### config.mk
export PLATFORM = sky130hd
export DESIGN_NAME = usb_pkt_tx
export DESIGN_NICKNAME = d
export VERILOG_FILES = /design/src/rtl/usb_pkt_tx.sv
export SDC_FILE = /design/constraint.sdc
export NUM_CORES = 1
export LEC_CHECK = 0
export BUFFER_PORTS_ARGS = -buffer_cell sky130_fd_sc_hd__clkbuf_2
export CAP_MARGIN = 15
export CELL_PAD_IN_SITES_DETAIL_PLACEMENT = 0
export CELL_PAD_IN_SITES_GLOBAL_PLACEMENT = 2
export CORE_ASPECT_RATIO = 0.5
export CORE_UTILIZATION = 31
export CTS_BUF_LIST = sky130_fd_sc_hd__clkbuf_4
export CTS_CLUSTER_SIZE = 24
export DETAILED_ROUTE_END_ITERATION = 16
export MAX_ROUTING_LAYER = met4
export PLACE_DENSITY = 0.8
export SYNTH_ARGS = -nofsm -noshare
export SYNTH_HDL_FRONTEND = slang
export SYNTH_SLANG_ARGS = --single-unit
### constraint.sdc
create_clock -name clk -period 62 [get_ports clk]
set_input_delay 9.3 -clock clk [delete_from_list [all_inputs] [get_ports clk]]
set_output_delay 9.3 -clock clk [all_outputs]
set_load 0.01 [all_outputs]
### src/rtl/usb_pkt_tx.sv
`timescale 1ns/1ps
`default_nettype none
// ============================================================================
// Module   : usb_pkt_tx
// Purpose  : Serial USB packet transmitter (SYNC/PID/token/data/CRC/EOP) with
//            bit stuffing and NRZI line encoding, one bit-time per clock.
// Revision : 1.0 - initial release
// ============================================================================
module usb_pkt_tx #(
    parameter int MAX_BYTES = 64,
    parameter int LEN_W     = $clog2(MAX_BYTES + 1)
) (
    input  logic                   clk,
    input  logic                   rst,
    input  logic                   start,
    input  logic [1:0]             kind,
    input  logic [3:0]             pid,
    input  logic [6:0]             addr,
    input  logic [3:0]             endp,
    input  logic [8*MAX_BYTES-1:0] data,
    input  logic [LEN_W-1:0]       len,
    output logic                   busy,
    output logic                   done,
    output logic                   dp,
    output logic                   dm
);
    localparam int CNT_W = $clog2(8 * MAX_BYTES + 1);

    localparam logic [LEN_W-1:0] c_max_len    = LEN_W'(MAX_BYTES);
    localparam logic [4:0]       c_crc5_poly  = 5'h14;
    localparam logic [15:0]      c_crc16_poly = 16'hA001;

    typedef enum logic [2:0] {
        S_IDLE  = 3'd0,
        S_SYNC  = 3'd1,
        S_PID   = 3'd2,
        S_TOKEN = 3'd3,
        S_DATA  = 3'd4,
        S_CRC5  = 3'd5,
        S_CRC16 = 3'd6,
        S_EOP   = 3'd7
    } state_t;

    // r_state/r_cnt/r_stuff describe the bit that will be driven at the next edge
    state_t                 r_state;
    state_t                 w_next_state;
    logic [CNT_W-1:0]       r_cnt;
    logic [CNT_W-1:0]       r_nbits;
    logic [CNT_W-1:0]       w_last;
    logic                   r_stuff;
    logic [2:0]             r_ones;
    logic                   r_j;
    logic [1:0]             r_kind;
    logic [7:0]             r_pid;
    logic [10:0]            r_token;
    logic [8*MAX_BYTES-1:0] r_data;
    logic [4:0]             r_crc5;
    logic [4:0]             w_crc5_nx;
    logic [15:0]            r_crc16;
    logic [15:0]            w_crc16_nx;
    logic [LEN_W-1:0]       w_len;
    logic                   w_accept;
    logic                   w_raw;
    logic                   w_line;

    assign w_len    = (len > c_max_len) ? c_max_len : len;
    assign w_accept = (r_state == S_IDLE) && start && (kind != 2'b11);
    assign w_line   = w_raw ? r_j : ~r_j;

    assign w_crc5_nx  = {1'b0, r_crc5[4:1]} ^ ((r_crc5[0] ^ w_raw) ? c_crc5_poly : 5'h00);
    assign w_crc16_nx = {1'b0, r_crc16[15:1]} ^ ((r_crc16[0] ^ w_raw) ? c_crc16_poly : 16'h0000);

    always_comb begin
        w_raw = 1'b0;
        case (r_state)
            S_SYNC:  w_raw = (r_cnt == CNT_W'(7));
            S_PID:   w_raw = r_pid[0];
            S_TOKEN: w_raw = r_token[0];
            S_DATA:  w_raw = r_data[0];
            S_CRC5:  w_raw = ~r_crc5[0];
            S_CRC16: w_raw = ~r_crc16[0];
            default: w_raw = 1'b0;
        endcase
        if (r_stuff) begin
            w_raw = 1'b0;
        end
    end

    always_comb begin
        w_last       = '0;
        w_next_state = S_EOP;
        case (r_state)
            S_SYNC: begin
                w_last       = CNT_W'(7);
                w_next_state = S_PID;
            end
            S_PID: begin
                w_last = CNT_W'(7);
                case (r_kind)
                    2'b00:   w_next_state = S_TOKEN;
                    2'b01:   w_next_state = (r_nbits == '0) ? S_CRC16 : S_DATA;
                    default: w_next_state = S_EOP;
                endcase
            end
            S_TOKEN: begin
                w_last       = CNT_W'(10);
                w_next_state = S_CRC5;
            end
            S_DATA: begin
                w_last       = r_nbits - CNT_W'(1);
                w_next_state = S_CRC16;
            end
            S_CRC5:  w_last = CNT_W'(4);
            S_CRC16: w_last = CNT_W'(15);
            default: w_last = '0;
        endcase
    end

    always_ff @(posedge clk) begin
        if (rst) begin
            r_state <= S_IDLE;
            r_cnt   <= '0;
            r_nbits <= '0;
            r_stuff <= 1'b0;
            r_ones  <= '0;
            r_j     <= 1'b1;
            r_kind  <= '0;
            r_pid   <= '0;
            r_token <= '0;
            r_crc5  <= 5'h1F;
            r_crc16 <= 16'hFFFF;
            busy    <= 1'b0;
            done    <= 1'b0;
            dp      <= 1'b1;
            dm      <= 1'b0;
        end else begin
            done <= 1'b0;
            if (r_state == S_IDLE) begin
                if (w_accept) begin
                    // First SYNC bit (raw 0 from J) goes out on this very edge
                    r_kind  <= kind;
                    r_pid   <= {~pid, pid};
                    r_token <= {endp, addr};
                    r_data  <= data;
                    r_nbits <= CNT_W'(w_len) << 3;
                    r_state <= S_SYNC;
                    r_cnt   <= CNT_W'(1);
                    r_stuff <= 1'b0;
                    r_ones  <= '0;
                    r_crc5  <= 5'h1F;
                    r_crc16 <= 16'hFFFF;
                    r_j     <= 1'b0;
                    dp      <= 1'b0;
                    dm      <= 1'b1;
                    busy    <= 1'b1;
                end
            end else if (r_state == S_EOP && !r_stuff) begin
                r_cnt <= r_cnt + CNT_W'(1);
                case (r_cnt[1:0])
                    2'd0, 2'd1: begin
                        dp <= 1'b0;
                        dm <= 1'b0;
                    end
                    2'd2: begin
                        dp   <= 1'b1;
                        dm   <= 1'b0;
                        done <= 1'b1;
                    end
                    default: begin
                        dp      <= 1'b1;
                        dm      <= 1'b0;
                        busy    <= 1'b0;
                        r_state <= S_IDLE;
                        r_cnt   <= '0;
                    end
                endcase
            end else begin
                r_j <= w_line;
                dp  <= w_line;
                dm  <= ~w_line;
                if (r_stuff) begin
                    r_stuff <= 1'b0;
                    r_ones  <= '0;
                end else begin
                    if (w_raw) begin
                        if (r_ones == 3'd5) begin
                            r_stuff <= 1'b1;
                            r_ones  <= '0;
                        end else begin
                            r_ones <= r_ones + 3'd1;
                        end
                    end else begin
                        r_ones <= '0;
                    end
                    case (r_state)
                        S_PID:   r_pid <= r_pid >> 1;
                        S_TOKEN: begin
                            r_token <= r_token >> 1;
                            r_crc5  <= w_crc5_nx;
                        end
                        S_DATA: begin
                            r_data  <= r_data >> 1;
                            r_crc16 <= w_crc16_nx;
                        end
                        S_CRC5:  r_crc5  <= r_crc5 >> 1;
                        S_CRC16: r_crc16 <= r_crc16 >> 1;
                        default: ;
                    endcase
                    if (r_cnt == w_last) begin
                        r_cnt   <= '0;
                        r_state <= w_next_state;
                    end else begin
                        r_cnt <= r_cnt + CNT_W'(1);
                    end
                end
            end
        end
    end
endmodule
`default_nettype wire

Yosys cells after proc, flatten, opt, wreduce, memory -nomap -nowiden
Cells that the tools add are included. W data, S select, Z words.

Output and inout bits: 4. Input port bits: 539. Flip-flop bits (word level): 583. Word-level logic and storage cells: 151.

Order comparisons: 1. Eq/ne operators: 20. Muxes and demuxes: 71. Add/subtract/negate cells: 3. Reduce and logical (&&, ||, !) cells: 29. Bitwise logic cells: 11.

Operators with widths (number): $mux W512 (5); $mux W16 (5); $mux W10 (6); $mux W11 (5); $pmux W10 S5 (1); $mux W8 (5); $mux W3 (12); $pmux W16 S2 (1); $mux W5 (5); $mux W1 (20); $reduce_and A4 Y1 (5); $xor A15 B16 Y16 (1); $eq A3 B3 Y1 const B (5); $pmux W3 S4 (1); $add A10 B1 Y10 const B (1); $eq A10 B10 Y1 (1); $eq A10 B3 Y1 const B (1); $logic_not A10 Y1 (1); $pmux W5 S2 (1); $sub A10 B1 Y10 const B (1); $reduce_bool A3 Y1 (3); $reduce_bool A2 Y1 (4); $gt A7 B7 Y1 const B (1); $mux W7 (1); 25 further kinds (43).

Longest topological paths before layout
Gate-level depths: netlist (run 1).

Depth after elaboration: 10. Mapped depth: 10. Mapped depth without buffers: 9.

Worst setup path before layout (run 1)
No wires, ideal clock.

Path type: input port to flip-flop. Start: in start. End: reg r_data[0] (enable). Stages on the path: 5. Setup slack: 1.316 ns. Data arrival time: 58.045 ns. Path through: nand2_1 > a21oi_1 > nor2_1 > clkbuf_1 > nor4_1.

Word-level cells in the longest chain between the ends: 4.

Ends and longest elaborated chain: from (decl) (RTL line 15) `input logic start,`; $logic_and A1 B1 Y1 (2 in series) (RTL line 67) `assign w_accept = (r_state == S_IDLE) && start && (kind != 2'b11);`; $ne A2 B2 Y1 (no source line); $reduce_and A5 Y1 (no source line); to (signal assigned) (RTL line 144) `r_data <= data;`; to (signal assigned) (RTL line 202) `r_data <= r_data >> 1;`; to (decl) (RTL line 56) `logic [8*MAX_BYTES-1:0] r_data;`.

Every way passes these cells. A chain may end at the register's enable or synchronous reset.

Worst setup path after layout (run 1)
Start: in start. End: reg r_data[468] (enable).

The elaborated chain is that of the path after synthesis.

==> qor.yml, run 1 <==
outcome: "finished clean"
numPortBuffers: 542
yosys.area_share.simple_pct: 26.9
nets: 3774
critical-path-top-delay-family: "buffers and inverters"
drc: 0
grt_overflow_total: 0
start_kind: "input port"
min-delay-path-class: "reg2reg"
worstSetupPathType: "in2reg"
vdd_ir_drop_max_mv: 0.0417
dpl-instance-area_mm2: 0.0291
wl_mm: 72.2
wire_per_inst_um: 16.3
cp.arrival_ps: 13650
synthesis.area_mm2: 0.0254
cp_max_fo: 71
syn_nets: 3214
grt_pass1_vias: 20000
grt_antenna_before_repair: 13
rows: 73
hold_path_depth: 2
via_count: 19900
period_minus_slack_ps: 13120
relSlewSlack_pct: 25.6
r2r_slack_ps: 55420
grt_pass1_wl_mm: 110
drive_gt1_share_pct: 24.3
min_from: "r_pid[5]$_SDFFE_PP0P_"
clock_sinks: 583
die_w_um: 407
power_leakage_uw: 0.0140
drt-vias-per-instance: 4.49
cp_cell_sequence: "clkbuf_2, nand2_1, a21oi_1, nor2_1, nor4_2, buf_4, buf_4, buf_4, buf_4"
yosys.area_share.adder_pct: 0.295
hold_viol: 0
synth_area_per_cell_um2: 9.54
cap_violations: 0
synth-seq-area-share_pct: 66.0
power.density_mw_per_mm2: 46.3
rsz0062_at_grt: "false"
die_height_um: 205
drt-initial-drc-count: 1262
grt_use_total_pct: 17.6
ff2ff_path_depth: 10
synthArstFlopShare_pct: 0
synthMuxAreaShare_pct: 0.123
max_freq_mhz: 76.2
yosys_warnings: 0
finalWorstSetupSlack_ps: 48880
grt_max_degree: 199
dr.pass1.iters: 5
clockRootBuffer: "clkbuf_4"
drv_slew: 0
clk_transition_reported_paths_ps: 70
ios: 543
synth_top_family_by_area: "simple AND/OR/NAND/NOR gates"
min_period_over_period_pct: 21.2
coreArea_mm2: 0.0804
timing.hold.ws_ps: 456
clock_latency_ps: 940
routabilityCongestion: 0.836
hold_buffers: 0
slowest_delay_ps: 850
ctsHtreeMaxLevel: 4
path_common_cell: "buf_4"
synth-edff-count: 512
postCtsSetupBuffers: 0
fin_skew_ps: 41.9
crit_buf_inv: 5
synthToLayoutAreaGrowth_pct: 22.1
cp.required_ps: 62530
cpMaxStageDelayCell: "buf_4"
timing.rr.end: "r_data[468]$_DFFE_PP_"
dieArea_mm2: 0.0833
cts-resized-gates: 0
clock_path_buffers: 3
ys.flop_type: "edfxtp_1"
synth_compound_area_share_pct: 3.64
synth-xor-area-share_pct: 0.536
cts_buffers: 147
min_to: "r_pid[5]$_SDFFE_PP0P_"
cts_tree: "yes"
worstMarginPinSlew_ps: 1120
synth_cells: 2669
critPathCaptureType: "flop"
setup_viol: 0
ys_seq_elements: 583
pre_cts_ws_ps: 47850
start_util_pct: 31.7
hpwl_mm: 48.0
r2r-start: "r_state[1]$_SDFFE_PP0P_"
yosysUniqueCellTypes: 59
stdcell_area_mm2: 0.0311
finalSetupTns_ps: 0
antenna_left: 0
## logic make-up after synthesis
group | after synthesis
AND/OR/NAND/NOR | 1759
flip-flops | 583
buffers and inverters | 164
AO/OA/AOI/OAI | 140
XOR/XNOR | 14
adder cells (fa/ha/maj) | 6
multiplexers | 3
## metrics by stage
stage          util [%]  total power (µW)  instances
2_1_floorplan         -              1140       2669
3_3_place_gp       36.3              1100       4166
3_5_place_dp       36.3              1110       4166
4_1_cts            38.6              1470       4409
5_1_grt            38.7              1560       4427
6_report           38.7              1440       4427
## tightest hold or removal path: cells and delay by family (launching register included)
| kind | cells | cell delay, ps |
|---|---|---|
| AND/OR/NAND/NOR | 1 | 50 |
| AO/OA/AOI/OAI | 1 | 50 |
| flip-flops | 1 | 310 |
## cells in the final DEF, fill, tap and decap left out, types with 15 or more instances in the layout
| cell type | count |
|---|---|
| a21oi_1 | 31 |
| buf_4 | 23 |
| edfxtp_1 | 512 |
| diode_2 | 17 |
| nor2_1 | 63 |
| clkbuf_2 | 542 |
| clkinv_1 | 15 |
| o21ai_0 | 39 |
| dfxtp_1 | 71 |
| clkbuf_4 | 215 |
| nor3_1 | 35 |
| nand2_1 | 1598 |
## final cells by class
class / count / area, µm²
inverter: 8 / 30.0
multi-input combinational: 1922 / 8040
clock inverter: 28 / 265
sequential: 583 / 16800
fill: 8330 / 49300
tap: 1087 / 1360
timing repair buffer: 567 / 2930
antenna: 17 / 42.5
clock buffer: 215 / 1610
## worst max path at each step
stage / from / end / slack, ps / depth (start not counted)
2_1_floorplan: start / r_data[0]$_DFFE_PP_ / 1320 / 5
3_3_place_gp: start / r_data[379]$_DFFE_PP_ / 47920 / 9
3_5_place_dp: start / r_data[379]$_DFFE_PP_ / 47850 / 9
4_1_cts: start / r_data[365]$_DFFE_PP_ / 48890 / 9
5_1_grt: start / r_data[355]$_DFFE_PP_ / 48590 / 9
6_report: start / r_data[468]$_DFFE_PP_ / 48880 / 9
## sequential cells by signal, summed over array words and instances, names as in the netlist, 2 cells and up
register,flops
r_data,512
r_crc16,16
r_token,11
r_cnt,10
r_pid,8
r_nbits,7
r_crc5,5
r_ones,3
r_state,3
r_kind,2
## synthesized netlist by cell type (7+ instances only)
master	count	share of area [%]
a21oi_1	31	0.61
a311oi_1	14	0.48
a31oi_1	8	0.20
buf_1	7	0.10
clkbuf_1	144	2.1
dfxtp_1	71	5.6
edfxtp_1	512	60
inv_1	8	0.12
nand2_1	1598	24
nand3b_1	9	0.27
nor2_1	63	0.93
nor3_1	35	0.69
o21ai_0	39	0.77
o31ai_1	7	0.21
xnor2_1	10	0.34
## layer usage
metal	wire length, µm	vias to the layer above	track usage [%]	part of all wire (%)
met3	3030	102	4.30	4.2
met5	0	-	-	0
met1	28700	9450	19.3	40
li1	-	9987	-	-
met4	1630	0	6.20	2.3
met2	38900	342	31.2	54
## power by group
part           internal (µW)  total (µW)  switching, µW
clock network            182         346            164
registers                617         648           31.6
logic                    122         445            323
total                    922        1440            518
No activity file was read; power rests on OpenSTA's default activity.
==> inputs of run 2 (changes only) <==
==> constraint.sdc (replaced) <==
create_clock -name clk -period 11.66 [get_ports clk]
set_input_delay 1.749 -clock clk [delete_from_list [all_inputs] [get_ports clk]]
set_output_delay 1.749 -clock clk [all_outputs]
set_load 0.01 [all_outputs]
==> run 2 against run 1 <==
Against the previous run:
- total power grew to 5.3 times the previous value
- global-route usage is essentially flat
- clock power grew to 5.2 times the previous value
- worst setup slack lost 43000 ps
- die area is the same
- critical endpoint is now r_data[501]$_DFFE_PP_
- final area is essentially flat
- final cell count is essentially flat
- flip-flop and latch count is the same
- sequential power grew to 5.3 times the previous value
- register-to-register slack lost 49000 ps
- hold slack lost 1.0 ps
==> qor.yml, run 2 (synthesized netlist as in run 1, its figures left out) <==
grt_max_degree: 180  # -9.5%
vdd_ir_drop_max_mv: 0.191  # +360%
via_count: 19900  # -0.045%
dieArea_mm2: 0.0833  # unchanged
timing.rr.end: "r_data[501]$_DFFE_PP_"
min_period_over_period_pct: 45.3
dpl-instance-area_mm2: 0.0292  # about the same
finalSetupTns_ps: 0  # unchanged
cp-startpoint: "r_state[0]$_SDFFE_PP0P_"
routabilityCongestion: 0.796  # -4.9%
grt_use_total_pct: 17.6  # about the same
cp.required_ps: 12180  # -50350 ps
cap_violations: 0  # unchanged
finalWorstSetupSlack_ps: 6380  # -42500 ps
power.density_mw_per_mm2: 245  # +430%
largest_reg_flops: 512  # unchanged
hold_buffers: 0  # unchanged
clock_sinks: 583  # unchanged
clk_transition_reported_paths_ps: 70  # about the same
endpoint: "r_data[501]$_DFFE_PP_"
rsz0062_at_grt: "false"
ctsHtreeMaxLevel: 4  # unchanged
grt_pass1_vias: 19800  # -0.97%
clock_path_buffers: 3  # unchanged
power_leakage_uw: 0.0139  # -0.39%
critPathCaptureType: "flop"
cts_buffers: 149  # +1.4%
setup_viol: 0  # unchanged
cp_num_cells: 8  # -1
die_height_um: 205  # unchanged
crit_buf_inv: 3  # -2
cpMaxStageDelayCell: "buf_4"
r2r-start: "r_state[0]$_SDFFE_PP0P_"
slowest_delay_ps: 890  # +40 ps
critical-path-top-delay-family: "buffers and inverters"
fin_skew_ps: 39.2  # -2.65 ps
cp_max_fo: 179  # +150%
r2r_slack_ps: 6380  # -49040 ps
drv_slew: 0  # unchanged
cts-resized-gates: 0  # unchanged
wl_mm: 72.3  # about the same
clockRootBuffer: "clkbuf_4"
final_common_cell: "nand2_1"
timing.hold.ws_ps: 455  # -1.01 ps
nets: 3770  # -0.11%
grt_antenna_before_repair: 12  # -1
antenna_left: 0  # unchanged
cp.arrival_ps: 5810  # -7840 ps
relSlewSlack_pct: 25.6  # about the same
postCtsSetupBuffers: 0  # unchanged
rows: 73  # unchanged
drc: 0  # unchanged
top_register: "r_data"
worstMarginPinSlew_ps: 1120  # +0.0955 ps
period_minus_slack_ps: 5280
coreArea_mm2: 0.0804  # unchanged
pre_cts_ws_ps: 5890  # -41970 ps
cts_tree: "yes"
grt_overflow_total: 0  # unchanged
start_util_pct: 31.7  # unchanged
wire_per_inst_um: 16.3  # about the same
ff2ff_path_depth: 8  # -2
path_common_cell: "buf_12"
outcome: "finished clean"
hpwl_mm: 47.6  # -0.97%
max_freq_mhz: 189
cp_cell_sequence: "nor3_4, buf_12, nand2_8, a21oi_4, nor2_1, nor4_4, buf_12, buf_4"
drt-initial-drc-count: 1260  # -0.16%
start_kind: "flop"
synthToLayoutAreaGrowth_pct: 22.0  # about the same
drive_gt1_share_pct: 24.0  # -0.32 points
ios: 543  # unchanged
worstSetupPathType: "reg2reg"
stdcell_area_mm2: 0.0310  # about the same
reg_top3: "r_data (512), r_crc16 (16), r_token (11)"
drt-vias-per-instance: 4.49  # about the same
hold_viol: 0  # unchanged
die_w_um: 407  # unchanged
min-delay-path-class: "reg2reg"
numPortBuffers: 542  # unchanged
clock_latency_ps: 930  # about the same
dr.pass1.iters: 5  # unchanged
grt_pass1_wl_mm: 110  # about the same
final_cell_mix: "1597 x nand2_1, 542 x clkbuf_2, 512 x edfxtp_1, 210 x clkbuf_4, 71 x dfxtp_1"
==> run 2: power breakdown <==
| part | leakage (µW) | total (µW) | internal [µW] | switching (µW) |
|---|---|---|---|---|
| clock network | 0.00109 | 1790 | 912 | 881 |
| logic | 0.00747 | 2350 | 654 | 1700 |
| registers | 0.00535 | 3460 | 3280 | 178 |
| total | 0.0139 | 7600 | 4850 | 2760 |
==> run 2: area by class of cell <==
type | count | area (µm²)
diodes | 20 | 50.0
fillers | 8342 | 49300
clock inverters | 38 | 249
inverters | 8 | 30.0
flip-flops and latches | 583 | 16800
multi-input cells | 1922 | 8070
repair buffers | 561 | 2910
well taps | 1087 | 1360
clock buffers | 210 | 1580
==> run 2: how the worst min path moves through the flow <==
| stage | slack [ps] | endpoint | start | depth (start not counted) |
|---|---|---|---|---|
| 6_report | 460 | r_pid[6]$_SDFFE_PP0P_ | r_pid[6]$_SDFFE_PP0P_ | 2 |
| 5_1_grt | 470 | r_pid[6]$_SDFFE_PP0P_ | r_pid[6]$_SDFFE_PP0P_ | 2 |
| 4_1_cts | 460 | r_pid[6]$_SDFFE_PP0P_ | r_pid[6]$_SDFFE_PP0P_ | 2 |
| 3_5_place_dp | 450 | r_pid[4]$_SDFFE_PP0P_ | r_pid[4]$_SDFFE_PP0P_ | 2 |
| 3_3_place_gp | 440 | r_pid[6]$_SDFFE_PP0P_ | r_pid[6]$_SDFFE_PP0P_ | 2 |
| 2_1_floorplan | 430 | r_pid[4]$_SDFFE_PP0P_ | r_pid[4]$_SDFFE_PP0P_ | 2 |
==> run 2: tightest hold or removal path, stage by stage, from the launching register on <==
cell	delay (ps)
dfxtp_1	310
nand2_1	50
a21oi_1	50
==> run 2: stage by stage <==
| step | cells | util (%) | power [µW] |
|---|---|---|---|
| after detailed placement | 4161 | 36.3 | 5910 |
| final | 4429 | 38.6 | 7600 |
| after global placement | 4161 | 36.3 | 5860 |
| after floorplan | 2669 | - | 5490 |
| after global routing | 4429 | 38.6 | 8250 |
| after CTS | 4409 | 38.6 | 7760 |
==> run 2: per-layer routing <==
layer  up-vias  wire (µm)  GRT usage, %
li1      10000          -             -
met1      9469      28600          19.0
met2       306      39600          31.7
met3        95       2630          4.52
met4         0       1450          5.57
met5         -          0             -
